## config.mk

```make
export PLATFORM = sky130hd
export DESIGN_NAME = cpu_instr_sequencer
export DESIGN_NICKNAME = d
export VERILOG_FILES = /design/src/rtl/cpu_instr_sequencer.sv
export SDC_FILE = /design/constraint.sdc
export NUM_CORES = 1
export LEC_CHECK = 0
export BUFFER_PORTS_ARGS = -buffer_cell sky130_fd_sc_hd__buf_2
export CAP_MARGIN = 10
export CORE_UTILIZATION = 40
export CTS_CLUSTER_DIAMETER = 30
export DETAILED_ROUTE_END_ITERATION = 8
export GPL_TIMING_DRIVEN = 0
export PLACE_DENSITY_LB_ADDON = 0.1
export SLEW_MARGIN = 20
export SYNTH_ARGS = -nofsm -noshare
export SYNTH_HDL_FRONTEND = slang
export SYNTH_SLANG_ARGS = --single-unit
```

## constraint.sdc

```tcl
create_clock -name clk -period 8.3 [get_ports clk]
set_input_delay 0.83 -clock clk [delete_from_list [all_inputs] [get_ports clk]]
set_output_delay 0.83 -clock clk [all_outputs]
set_load 0.1 [all_outputs]
```

## src/rtl/cpu_instr_sequencer.sv

```systemverilog
// rtl/cpu_instr_sequencer.sv - program store and word sequencer feeding the 4-bit accumulator CPU
module cpu_instr_sequencer #(
  parameter int DEPTH       = 16,
  parameter int AW          = 4,
  parameter int HOLD_CYCLES = 3
) (
  input  logic          clk,
  input  logic          rst_n,
  input  logic          load_valid,
  input  logic [12:0]   load_word,
  output logic          load_ready,
  input  logic          clear,
  input  logic          start,
  input  logic          abort,
  output logic [3:0]    cpu_opcode,
  output logic [3:0]    cpu_data,
  output logic [3:0]    cpu_addr,
  output logic          cpu_we,
  output logic          issue_strobe,
  output logic [AW-1:0] pc,
  output logic [AW:0]   prog_len,
  output logic          busy,
  output logic          done
);

  localparam int HW = $clog2(HOLD_CYCLES);
  localparam logic [3:0] NOP_OP = 4'hF;

  typedef enum logic [1:0] {S_IDLE, S_ISSUE, S_GAP, S_DONE} state_e;

  state_e         state_q, state_d;
  logic [AW-1:0]  pc_q, pc_d;
  logic [AW:0]    prog_len_q, prog_len_d;
  logic [HW-1:0]  hold_q, hold_d;
  logic           fetch_q, fetch_d;
  logic           issue;

  logic [3:0]     op_q, op_d;
  logic [3:0]     data_q, data_d;
  logic [3:0]     addr_q, addr_d;
  logic           we_q, we_d;
  logic           strobe_q, strobe_d;
  logic           busy_q, busy_d;
  logic           done_q, done_d;

  logic [12:0]    mem_q [DEPTH];
  logic [AW-1:0]  fetch_idx;
  logic [12:0]    fetch_word;
  logic           halt;
  logic           full;
  logic           accept;
  logic           pc_last;

  assign full       = (prog_len_q == (AW+1)'(DEPTH));
  assign load_ready = (state_q == S_IDLE) && !full && !start && !clear;
  assign accept     = load_valid && load_ready;
  assign pc_last    = ({1'b0, pc_q} == prog_len_q - (AW+1)'(1));

  // GAP fetches the following word so the next issue lands on the GAP exit edge.
  assign fetch_idx  = (state_q == S_GAP) ? pc_q + AW'(1) : pc_q;
  assign fetch_word = mem_q[fetch_idx];
  assign halt       = (fetch_word[11:8] == NOP_OP);

  always_ff @(posedge clk) begin
    if (accept) begin
      mem_q[prog_len_q[AW-1:0]] <= load_word;
    end
  end

  always_ff @(posedge clk or negedge rst_n) begin
    if (!rst_n) begin
      state_q <= S_IDLE;
    end else begin
      state_q <= state_d;
    end
  end

  always_comb begin
    state_d    = state_q;
    pc_d       = pc_q;
    prog_len_d = prog_len_q;
    hold_d     = hold_q;
    fetch_d    = fetch_q;
    issue      = 1'b0;
    unique case (state_q)
      S_IDLE: begin
        if (clear) begin
          prog_len_d = '0;
        end else if (start) begin
          if (prog_len_q != '0) begin
            pc_d    = '0;
            fetch_d = 1'b1;
            state_d = S_ISSUE;
          end else begin
            state_d = S_DONE;
          end
        end else if (accept) begin
          prog_len_d = prog_len_q + (AW+1)'(1);
        end
      end
      S_ISSUE: begin
        if (fetch_q) begin
          fetch_d = 1'b0;
          if (halt) begin
            state_d = S_DONE;
          end else begin
            issue = 1'b1;
          end
        end else if (hold_q == '0) begin
          state_d = S_GAP;
        end else begin
          hold_d = hold_q - HW'(1);
        end
      end
      S_GAP: begin
        if (pc_last) begin
          state_d = S_DONE;
        end else begin
          pc_d = pc_q + AW'(1);
          if (halt) begin
            state_d = S_DONE;
          end else begin
            issue   = 1'b1;
            state_d = S_ISSUE;
          end
        end
      end
      S_DONE: begin
        state_d = S_IDLE;
      end
    endcase
    if (issue) begin
      hold_d = HW'(HOLD_CYCLES - 1);
    end
    // Abort wins over everything once a run is in flight; pc stays on the interrupted word.
    if (abort && (state_q != S_IDLE)) begin
      state_d = S_IDLE;
      pc_d    = pc_q;
      hold_d  = hold_q;
      fetch_d = 1'b0;
      issue   = 1'b0;
    end
  end

  always_comb begin
    op_d     = NOP_OP;
    data_d   = '0;
    addr_d   = '0;
    we_d     = 1'b0;
    strobe_d = 1'b0;
    if (issue) begin
      we_d     = fetch_word[12];
      op_d     = fetch_word[11:8];
      data_d   = fetch_word[7:4];
      addr_d   = fetch_word[3:0];
      strobe_d = 1'b1;
    end else if ((state_q == S_ISSUE) && !fetch_q && (state_d == S_ISSUE)) begin
      we_d   = we_q;
      op_d   = op_q;
      data_d = data_q;
      addr_d = addr_q;
    end
    busy_d = (state_d == S_ISSUE) || (state_d == S_GAP);
    done_d = (state_d == S_DONE);
  end

  always_ff @(posedge clk or negedge rst_n) begin
    if (!rst_n) begin
      pc_q       <= '0;
      prog_len_q <= '0;
      hold_q     <= '0;
      fetch_q    <= 1'b0;
      op_q       <= NOP_OP;
      data_q     <= '0;
      addr_q     <= '0;
      we_q       <= 1'b0;
      strobe_q   <= 1'b0;
      busy_q     <= 1'b0;
      done_q     <= 1'b0;
    end else begin
      pc_q       <= pc_d;
      prog_len_q <= prog_len_d;
      hold_q     <= hold_d;
      fetch_q    <= fetch_d;
      op_q       <= op_d;
      data_q     <= data_d;
      addr_q     <= addr_d;
      we_q       <= we_d;
      strobe_q   <= strobe_d;
      busy_q     <= busy_d;
      done_q     <= done_d;
    end
  end

  assign cpu_opcode   = op_q;
  assign cpu_data     = data_q;
  assign cpu_addr     = addr_q;
  assign cpu_we       = we_q;
  assign issue_strobe = strobe_q;
  assign pc           = pc_q;
  assign prog_len     = prog_len_q;
  assign busy         = busy_q;
  assign done         = done_q;

endmodule

```

==> reports/qor.yml, run 1 <==
clkSinkCount: 238
crit_fanout: 10
reg2reg_to: "cpu_data[3]$_DFFE_PN0P_"
yosysWarnings: 0
gp_congestion: 0.8038
timing.max_cap.violations: 0
dp_hpwl_um: 17730
crit_path_start_kind: "flop"
crit_path_end_kind: "flop"
postLayoutCoreUtil_pct: 51.97
fmax_mhz: 217.6
finalWirelength_um: 26320
cts_root_buf: "clkbuf_16"
drv_slew: 0
worst_pin_slew_ns: 0.8924
port-buffer-count: 44
post-cts-setup-buffers: 0
power_density_nw_per_um2: 371.9
placed_cell_area_sq_um: 10980
via_count: 6594
post-route-drc-count: 0
dr.pass1.iters: 7
slowest_delay_ns: 0.52
finalHoldViolations: 0
critPathRequiredTime_ns: 8.79
period_needed_ns: 4.597
wl_per_cell_um: 21.36
met3_usage_pct: 3.621
num_rows: 57
finalSetupViolCount: 0
cts_buffers: 51
synth_edf_count: 208
ir_worst_vdd_mv: 0.1839
grt_pass1_vias: 6638
ys_types: 58
drive_above_1_share_pct: 22.14
multi_input_area_sq_um: 2933
top_usage_layer: "met2"
htreeDepth: 2
coreArea_sq_um: 24600
groute.usage.overall_pct: 20.82
grt_antenna_before_repair: 0
syn_area_sq_um: 10140
initial_core_util_pct: 41.22
use_met1_pct: 28.22
fillers: 2074
status: "complete, no violations"
viasPerCell: 5.352
antenna_cells: 0
worst_slew_margin_rel_pct: 40.44
stdcell_area_sq_um: 12790
cp_top_family: "multiplexers"
reg2reg_from: "state_q[0]$_DFF_PN0_"
cts_tree: "built"
path_cells: "inv_1 -> ha_1 -> xor2_4 -> buf_6 -> mux4_2 -> a222oi_1 -> mux2i_1 -> nor3_2 -> a31oi_1 -> o21ai_0 -> ha_1 -> and3_1 -> buf_1 -> and2_1 -> mux2_2"
finalSetupTns_ns: 0
pin_count: 45
use_met2_pct: 33.52
fin_crit_sh_pct: 55.38
crit_buf_inv: 3
gr-total-overflow: 0
clockBufferDepth: 3
syn_to_final_growth_pct: 26.10
avgSynthCellArea_sq_um: 13.41
rrSetupSlack_ns: 3.70
dieArea_sq_um: 25990
grt_max_degree: 31
crit_top_cell: "ha_1"
synthCells: 756
die_w_um: 161.2
regArea_sq_um: 7002
cp.arrival_ns: 5.08
grt_pass1_wl_um: 40260
syn_nets: 788
fin_worst_skew_ns: 0.02516
ys_async_sr_fraction_pct: 12.61
p_leak_nw: 4.752
worstSetupPathType: "reg -> reg"
die_y_um: 161.2
path_clk_slew_ns: 0.05
post_cts_resized: 0
clock_latency_ns: 0.57
cpMaxStageDelayCell: "mux4_2"
drt_iter0_markers: 545
cts_hold_buf: 0
final_antenna_net_count: 0
ys.flop_type: "edfxtp_1"
hp-class: "in -> async"
synth-seq-cells: 238
rsz0062_at_grt: "no"
worstRegToRegCells: 15
finish.net_count: 898
seq_area_frac_synth_pct: 69.04
kinds of logic (layout without fill, tap and decap cells):
group,count (synthesis),in the layout,synth area share (%)
simple gates,281,281,12.40
compound gates,113,113,7.786
buf+inv,59,211,2.579
flops,238,238,69.04
xor+xnor,16,16,1.777
mux,36,36,4.812
fa+ha+maj,13,13,1.604
worst max path at each step:
stage	endpoint	slack, ns	cells after the start	startpoint
after floorplan	mem_q[3][0]$_DFFE_PP_	1.38	8	prog_len[0]$_DFFE_PN0P_
after global placement	cpu_data[2]$_DFFE_PN0P_	3.69	15	state_q[0]$_DFF_PN0_
after detailed placement	cpu_data[1]$_DFFE_PN0P_	3.69	15	state_q[0]$_DFF_PN0_
after CTS	cpu_data[2]$_DFFE_PN0P_	3.66	15	state_q[0]$_DFF_PN0_
after global routing	cpu_addr[2]$_DFFE_PN0P_	3.43	15	state_q[0]$_DFF_PN0_
final	cpu_data[3]$_DFFE_PN0P_	3.70	15	state_q[0]$_DFF_PN0_
layout by cell type, fill, tap and decap left out, types with 10 or more instances in the layout:
cell / Yosys / layout
mux2i_1: 12 / 12
dfrtp_1: 26 / 26
mux2_2: 14 / 14
a311oi_1: 19 / 19
clkbuf_16: 0 / 51
a211oi_1: 10 / 10
a21oi_1: 24 / 24
edfxtp_1: 208 / 208
nor2_2: 0 / 11
inv_1: 16 / 16
ha_1: 13 / 13
and3_1: 37 / 37
a31oi_1: 20 / 20
clkbuf_1: 28 / 30
o21ai_0: 15 / 15
buf_2: 5 / 49
nand2_1: 173 / 173
and2_1: 10 / 10
nor2_1: 25 / 13
cells in the mapped netlist (all sizes together) (16+ instances only):
| master | n | area share, % |
|---|---|---|
| and3 | 37 | 2.3 |
| a311oi | 19 | 1.6 |
| mux2 | 17 | 2.0 |
| a21oi | 25 | 1.3 |
| clkbuf | 28 | 1.0 |
| nor2 | 25 | 0.93 |
| edfxtp | 208 | 62 |
| inv | 16 | 0.59 |
| nand2 | 173 | 6.4 |
| a31oi | 20 | 1.2 |
| dfrtp | 26 | 6.4 |
stage by stage:
step | power [mW] | hold WS (ns) | cells | setup WS, ns
after global routing | 4.972 | 0.3635 | 1232 | 3.433
final | 4.756 | 0.3257 | 1232 | 3.703
after global placement | 2.692 | 0.4757 | 1124 | 3.692
after CTS | 4.797 | 0.3446 | 1232 | 3.658
after floorplan | 2.335 | 0.4588 | 756 | 1.383
after detailed placement | 2.712 | 0.4760 | 1137 | 3.688
sequential cells by signal, indices dropped and copies added (netlist names), 2 cells and up:
| name | count |
|---|---|
| hold_q | 2 |
| cpu_opcode | 4 |
| prog_len | 5 |
| pc | 4 |
| state_q | 2 |
| cpu_data | 4 |
| mem_q | 208 |
| cpu_addr | 4 |
final cells by class:
cell class | instances | area share (%)
sequential | 238 | 54.76
inverter | 16 | 0.4697
buffer | 43 | 1.575
tap | 324 | 3.170
timing repair buffer | 57 | 2.984
clock buffer | 53 | 10.04
multi-input combinational | 459 | 22.94
clock inverter | 42 | 4.070
routing by layer:
layer | vias to the layer above | wire, um
met1 | 3252 | 11270
met2 | 242 | 12530
met3 | 62 | 1662
li1 | 3038 | -
met5 | - | 0
met4 | 0 | 853
power breakdown:
group / switching, mW / leakage, nW / internal (mW) / total [mW]
registers: 0.0351 / 2.26 / 1.35 / 1.39
clock network: 0.682 / 0.869 / 1.39 / 2.07
logic: 0.884 / 1.62 / 0.413 / 1.30
(Power assumes the default switching activity.)
==> run 2: changes to the inputs <==
==> constraint.sdc (replaced) <==
create_clock -name clk -period 4.7 [get_ports clk]
set_input_delay 0.47 -clock clk [delete_from_list [all_inputs] [get_ports clk]]
set_output_delay 0.47 -clock clk [all_outputs]
set_load 0.1 [all_outputs]
==> run 2 against run 1 <==
  * Register-to-register slack worse by 3.4 ns
  * Sequential cell count unchanged
  * Cell count shrank 0.16%
  * Largest power group unchanged
  * Highest routed layer unchanged
==> reports/qor.yml, run 2 (synthesis results as in run 1) <==
status: "complete, no violations"
die_w_um: 161.2
layout_common_cells: "edfxtp_1 (208), nand2_1 (173), clkbuf_16 (52)"
placed_cell_area_sq_um: 10940
worst_pin_slew_ns: 0.8960
worst_slew_margin_rel_pct: 40.20
grt_antenna_before_repair: 0
drive_above_1_share_pct: 21.08
drt_iter0_markers: 503
grt_pass1_wl_um: 39360
antenna_cells: 0
dieArea_sq_um: 25990
period_needed_ns: 4.415
cts_buffers: 51
finalSetupTns_ns: 0
cts_root_buf: "clkbuf_16"
groute.usage.overall_pct: 20.32
finalSetupViolCount: 0
ir_worst_vdd_mv: 0.3701
finalWirelength_um: 25570
fin_worst_skew_ns: 0.02178
post-route-drc-count: 0
gp_congestion: 0.8121
fillers: 2089
final_cells: 1230
grt_max_degree: 31
path_clk_slew_ns: 0.04
rsz0062_at_grt: "no"
p_comb_share_pct: 27.6
postLayoutCoreUtil_pct: 51.72
grt_pass1_vias: 6697
fmax_mhz: 226.5
drv_slew: 0
viasPerCell: 5.344
dp_hpwl_um: 17240
p_total_mw: 8.359
crit_path_start_kind: "flop"
finalHoldViolations: 0
power_density_nw_per_um2: 656.8
hp-class: "in -> reg"
clkSinkCount: 238
num_rows: 57
clock_latency_ns: 0.55
gr-total-overflow: 0
p_leak_nw: 4.706
switching_share_pct: 32.51
initial_core_util_pct: 41.22
intPower_mw: 5.641
crit_path_end_kind: "flop"
final_antenna_net_count: 0
dr.pass1.iters: 5
timing.max_cap.violations: 0
netSwitchingPower_mw: 2.718
seqPwrFrac_pct: 29.3
htreeDepth: 2
die_y_um: 161.2
port-buffer-count: 44
cp.arrival_ns: 4.82
stdcell_area_sq_um: 12730
clockBufferDepth: 3
fin_crit_sh_pct: 93.94
place_inst: 1133
pin_count: 45
critPathRequiredTime_ns: 5.11
finish.net_count: 895
coreArea_sq_um: 24600
layout_commonest_cell: "edfxtp_1"
cts_tree: "built"
worstSetupPathType: "reg -> reg"
syn_to_final_growth_pct: 25.49
crit_fanout: 10
clkPwrFrac_pct: 43.1
via_count: 6573
post-cts-setup-buffers: 0
wl_per_cell_um: 20.79
largest_reg_flops: 208
==> run 2: metal layers <==
layer / wire length, um / track usage [%]
met5: 0 / 0
met4: 659 / 6.947
met3: 1346 / 4.186
met2: 12740 / 34.56
met1: 10820 / 25.83
==> run 2: worst paths after layout <==
kind / slack, ns / end / from / cells past startpoint
max: 0.28 / cpu_data[0]$_DFFE_PN0P_ / state_q[0]$_DFF_PN0_ / 15
min: 0.23 / prog_len[4]$_DFFE_PN0P_ / clear / 2
max reg2reg: 0.28 / cpu_data[0]$_DFFE_PN0P_ / state_q[0]$_DFF_PN0_ / 15
min reg2reg: 0.52 / hold_q[1]$_DFFE_PN0P_ / hold_q[1]$_DFFE_PN0P_ / 1
max in group asynchronous: 3.71 / cpu_data[2]$_DFFE_PN0P_ / rst_n / 2
min in group asynchronous: 0.53 / cpu_data[3]$_DFFE_PN0P_ / rst_n / 2
==> run 2: per-stage QoR <==
step,worst slack [ns],hold slack (ns)
after floorplan,0.004583,0.1744
after global placement,0.1508,0.4739
after detailed placement,0.1236,0.5013
after CTS,0.07622,0.2069
after global routing,0.04684,0.2433
final,0.2847,0.2274
==> run 2: power by group through the flow <==
stage / sequential (mW) / clock, mW / combinational [mW]
after detailed placement: 2.48 / 0 / 2.31
final: 2.45 / 3.60 / 2.31
after global routing: 2.46 / 3.75 / 2.51
after CTS: 2.45 / 3.64 / 2.33
after global placement: 2.48 / 0 / 2.29
after floorplan: 2.77 / 0 / 1.35
==> run 2: repair_timing <==
action                                 4_1_cts  5_1_grt
gates resized for setup                      0        3
hold buffers                                 1        0
setup endpoints to repair                    0        9
endpoints found under the hold margin        3        0
==> run 2: cell type report <==
cell class / instances / area, sq um / share of cell area, %
buffer: 43 / 201.4 / 1.583
clock buffer: 61 / 1345 / 10.57
clock inverter: 35 / 421.7 / 3.313
inverter: 16 / 60.06 / 0.4719
multi-input combinational: 459 / 2955 / 23.22
sequential: 238 / 7002 / 55.02
tap: 324 / 405.4 / 3.186
timing repair buffer: 54 / 335.3 / 2.635
==> run 2: critical path, stage by stage, from the launching register on <==
cell and delay (ns):
dfrtp_1 0.39, inv_1 0.15, ha_2 0.34, xor2_4 0.32
buf_6 0.24, mux4_2 0.52, a222oi_1 0.32, mux2i_1 0.26
nor3_2 0.39, nand3_1 0.17, a21o_1 0.19, ha_1 0.19
and3_1 0.15, buf_1 0.18, and2_1 0.20, mux2_4 0.27
==> run 3: changes to the inputs <==
--- a/config.mk
+++ b/config.mk
@@ -5,9 +5,10 @@
 export SDC_FILE = /design/constraint.sdc
 export NUM_CORES = 1
 export LEC_CHECK = 0
+export ABC_AREA = 1
 export BUFFER_PORTS_ARGS = -buffer_cell sky130_fd_sc_hd__buf_2
 export CAP_MARGIN = 10
-export CORE_UTILIZATION = 40
+export CORE_UTILIZATION = 60
 export CTS_CLUSTER_DIAMETER = 30
 export DETAILED_ROUTE_END_ITERATION = 8
 export GPL_TIMING_DRIVEN = 0
==> run 3 against run 2 <==
  * Clock skew decreased by 0.0059 ns
  * Die area decreased by 33%
  * The run now ends with hold timing left
  * Clock power decreased by 18%
  * Design area decreased by 4.3%
  * Critical endpoint is now cpu_opcode[2]$_DFFE_PN1P_
  * Critical path type unchanged
  * Synthesized area increased by 0.11%
  * Worst setup slack improved by 0.40 ns
  * Sequential power increased by 2%
  * Worst hold slack got worse by 0.23 ns
  * Non-clock buffer count decreased by 5
  * Cell count increased by 2.5%
==> reports/qor.yml, run 3 <==
htreeDepth: 2
drt_iter0_markers: 684
dieArea_sq_um: 17450
fillers: 1139
dr.pass1.iters: 5
status: "complete, but fails checks"
avgSynthCellArea_sq_um: 11.11
synth_area_leaders: "edfxtp_1 (62%), nand2_1 (10%), nand3_1 (8.7%)"
num_rows: 47
layout_common_cells: "nand2_1 (283), edfxtp_1 (208), nand3_1 (176)"
worst_slew_margin_rel_pct: 37.53
syn_nets: 946
finalHoldViolations: 2
cts_tree: "built"
fin_crit_sh_pct: 85.38
fmax_mhz: 249.2
crit_buf_inv: 4
seq_area_frac_synth_pct: 68.97
clkSinkCount: 238
synthCells: 914
synth-seq-cells: 238
pin_count: 45
hp-class: "in -> async"
rrSetupSlack_ns: 0.69
initial_core_util_pct: 61.44
rsz0062_at_grt: "no"
grt_max_degree: 31
crit_path_end_kind: "flop"
slowest_delay_ns: 0.41
finalSetupTns_ns: 0
holdWs_ns: -0.0002464
layout_commonest_cell: "nand2_1"
cts_buffers: 43
drv_slew: 0
cp_top_family: "simple AND/OR/NAND/NOR gates"
finish.net_count: 1041
power_density_nw_per_um2: 748.2
cts_root_buf: "clkbuf_16"
clock_latency_ns: 0.52
post-route-drc-count: 0
drive_above_1_share_pct: 16.23
gr-total-overflow: 0
grt_antenna_before_repair: 0
yosysTopAreaCellShare_pct: 61.52
reg2reg_to: "cpu_opcode[2]$_DFFE_PN1P_"
yosysTopAreaCell: "edfxtp_1"
critPathRequiredTime_ns: 5.15
crit_path_start_kind: "flop"
antenna_cells: 0
ir_worst_vdd_mv: 0.5443
wl_per_cell_um: 19.00
finalSetupViolCount: 0
syn_area_sq_um: 10150
cp.arrival_ns: 4.46
multi_input_area_sq_um: 2811
ys_types: 34
worstSetupPathType: "reg -> reg"
path_clk_slew_ns: 0.05
worstRegToRegCells: 22
crit_top_cell: "nand3_1"
dp_hpwl_um: 15090
path_cells: "inv_1 -> ha_1 -> inv_1 -> nand2_2 -> nand2_2 -> buf_2 -> nand2_1 -> nand3_1 -> nand3_1 -> nand3_1 -> nand2_1 -> nor2_1 -> nand2_2 -> nand3_1 -> nand3_1 -> a31oi_1 -> ha_1 -> nand2_1 -> nor2_1 -> buf_1 -> nand3_1 -> nand2_1"
grt_pass1_wl_um: 37480
period_needed_ns: 4.013
grt_pass1_vias: 6984
finalWirelength_um: 23960
clockBufferDepth: 3
via_count: 7119
yosys-top-cells-count: "nand2_1 (283), edfxtp_1 (208), nand3_1 (176)"
worst_pin_slew_ns: 0.9361
ys_async_sr_fraction_pct: 12.61
groute.usage.overall_pct: 28.67
final_antenna_net_count: 0
syn_to_final_growth_pct: 19.95
regArea_sq_um: 7002
cts_hold_buf: 0
ys.flop_type: "edfxtp_1"
post_cts_resized: 0
port-buffer-count: 44
die_y_um: 132.1
cpMaxStageDelayCell: "dfrtp_1"
violations: "hold timing"
postLayoutCoreUtil_pct: 73.70
reg2reg_from: "state_q[0]$_DFF_PN0_"
fin_worst_skew_ns: 0.01584
synth_edf_count: 208
viasPerCell: 5.646
crit_fanout: 10
timing.max_cap.violations: 0
die_w_um: 132.1
yosysWarnings: 0
largest_reg_flops: 208
coreArea_sq_um: 16520
post-cts-setup-buffers: 0
gp_congestion: 0.8709
p_leak_nw: 4.750
synth_most_common_cell: "nand2_1"
-- run 3: changes by cell type after synthesis, moves of 14 or more --
cell      change
clkbuf_1     -20
mux2_2       -14
nand2_1     +110
a311oi_1     -19
and3_1       -36
inv_1        +28
nand3_1     +167
-- run 3: worst reg2reg max path: stages, from the launching register on --
cell and delay [ns]:
dfrtp_1 0.41, inv_1 0.12, ha_1 0.30, inv_1 0.19
nand2_2 0.15, nand2_2 0.13, buf_2 0.26, nand2_1 0.09
nand3_1 0.09, nand3_1 0.10, nand3_1 0.10, nand2_1 0.14
nor2_1 0.17, nand2_2 0.10, nand3_1 0.09, nand3_1 0.07
a31oi_1 0.28, ha_1 0.23, nand2_1 0.06, nor2_1 0.27
buf_1 0.39, nand3_1 0.12, nand2_1 0.09
-- run 3: kinds of logic after synthesis --
kind of cell / after synthesis / share of synthesized area [%]
AO/OA/AOI/OAI: 65 / 3.907
AND/OR/NAND/NOR: 503 / 21.27
XOR/XNOR: 6 / 0.5176
flip-flops: 238 / 68.97
adder cells (fa/ha/maj): 13 / 1.602
buffers and inverters: 89 / 3.734
-- run 3: through the flow --
| stage | power (mW) | cells | area (sq um) | setup WS [ns] |
|---|---|---|---|---|
| after floorplan | 5.125 | 914 | 10150 | 0.8164 |
| after global placement | 6.088 | 1178 | 10650 | 0.8446 |
| after detailed placement | 6.133 | 1184 | 10770 | 0.8406 |
| after CTS | 9.100 | 1261 | 12180 | 0.7324 |
| after global routing | 9.562 | 1261 | 12180 | 0.3730 |
| final | 9.112 | 1261 | 12180 | 0.6870 |
-- run 3: report_power, final --
group / total [mW] / switching [mW] / internal (mW)
clock network: 2.96 / 0.988 / 1.97
logic: 3.65 / 2.68 / 0.970
registers: 2.50 / 0.0839 / 2.42
total: 9.11 / 3.75 / 5.36
-- run 3: worst max path at each step --
stage	endpoint	slack (ns)	cells after the start	startpoint
6_report	cpu_opcode[2]$_DFFE_PN1P_	0.69	22	state_q[0]$_DFF_PN0_
5_1_grt	cpu_data[3]$_DFFE_PN0P_	0.37	22	state_q[0]$_DFF_PN0_
4_1_cts	cpu_opcode[2]$_DFFE_PN1P_	0.73	22	state_q[0]$_DFF_PN0_
3_5_place_dp	cpu_addr[0]$_DFFE_PN0P_	0.84	22	state_q[0]$_DFF_PN0_
3_3_place_gp	cpu_addr[0]$_DFFE_PN0P_	0.84	22	state_q[0]$_DFF_PN0_
2_1_floorplan	mem_q[15][0]$_DFFE_PP_	0.82	9	prog_len[0]$_DFFE_PN0P_
-- run 3: area by class of cell --
class / count / area share [%]
Clock inverter: 27 / 2.312
Multi-Input combinational cell: 587 / 23.09
Tap cell: 220 / 2.260
Clock buffer: 50 / 9.216
Timing Repair Buffer: 50 / 2.517
Sequential cell: 238 / 57.50
Inverter: 47 / 1.449
Buffer: 42 / 1.664
-- run 3: per-layer routing --
metal,vias to the layer above,global-route usage (%),wire [um]
met3,54,4.960,2022
met2,332,45.83,11460
met4,0,13.70,684
met5,-,0,0
li1,3392,-,-
met1,3341,38.58,9797
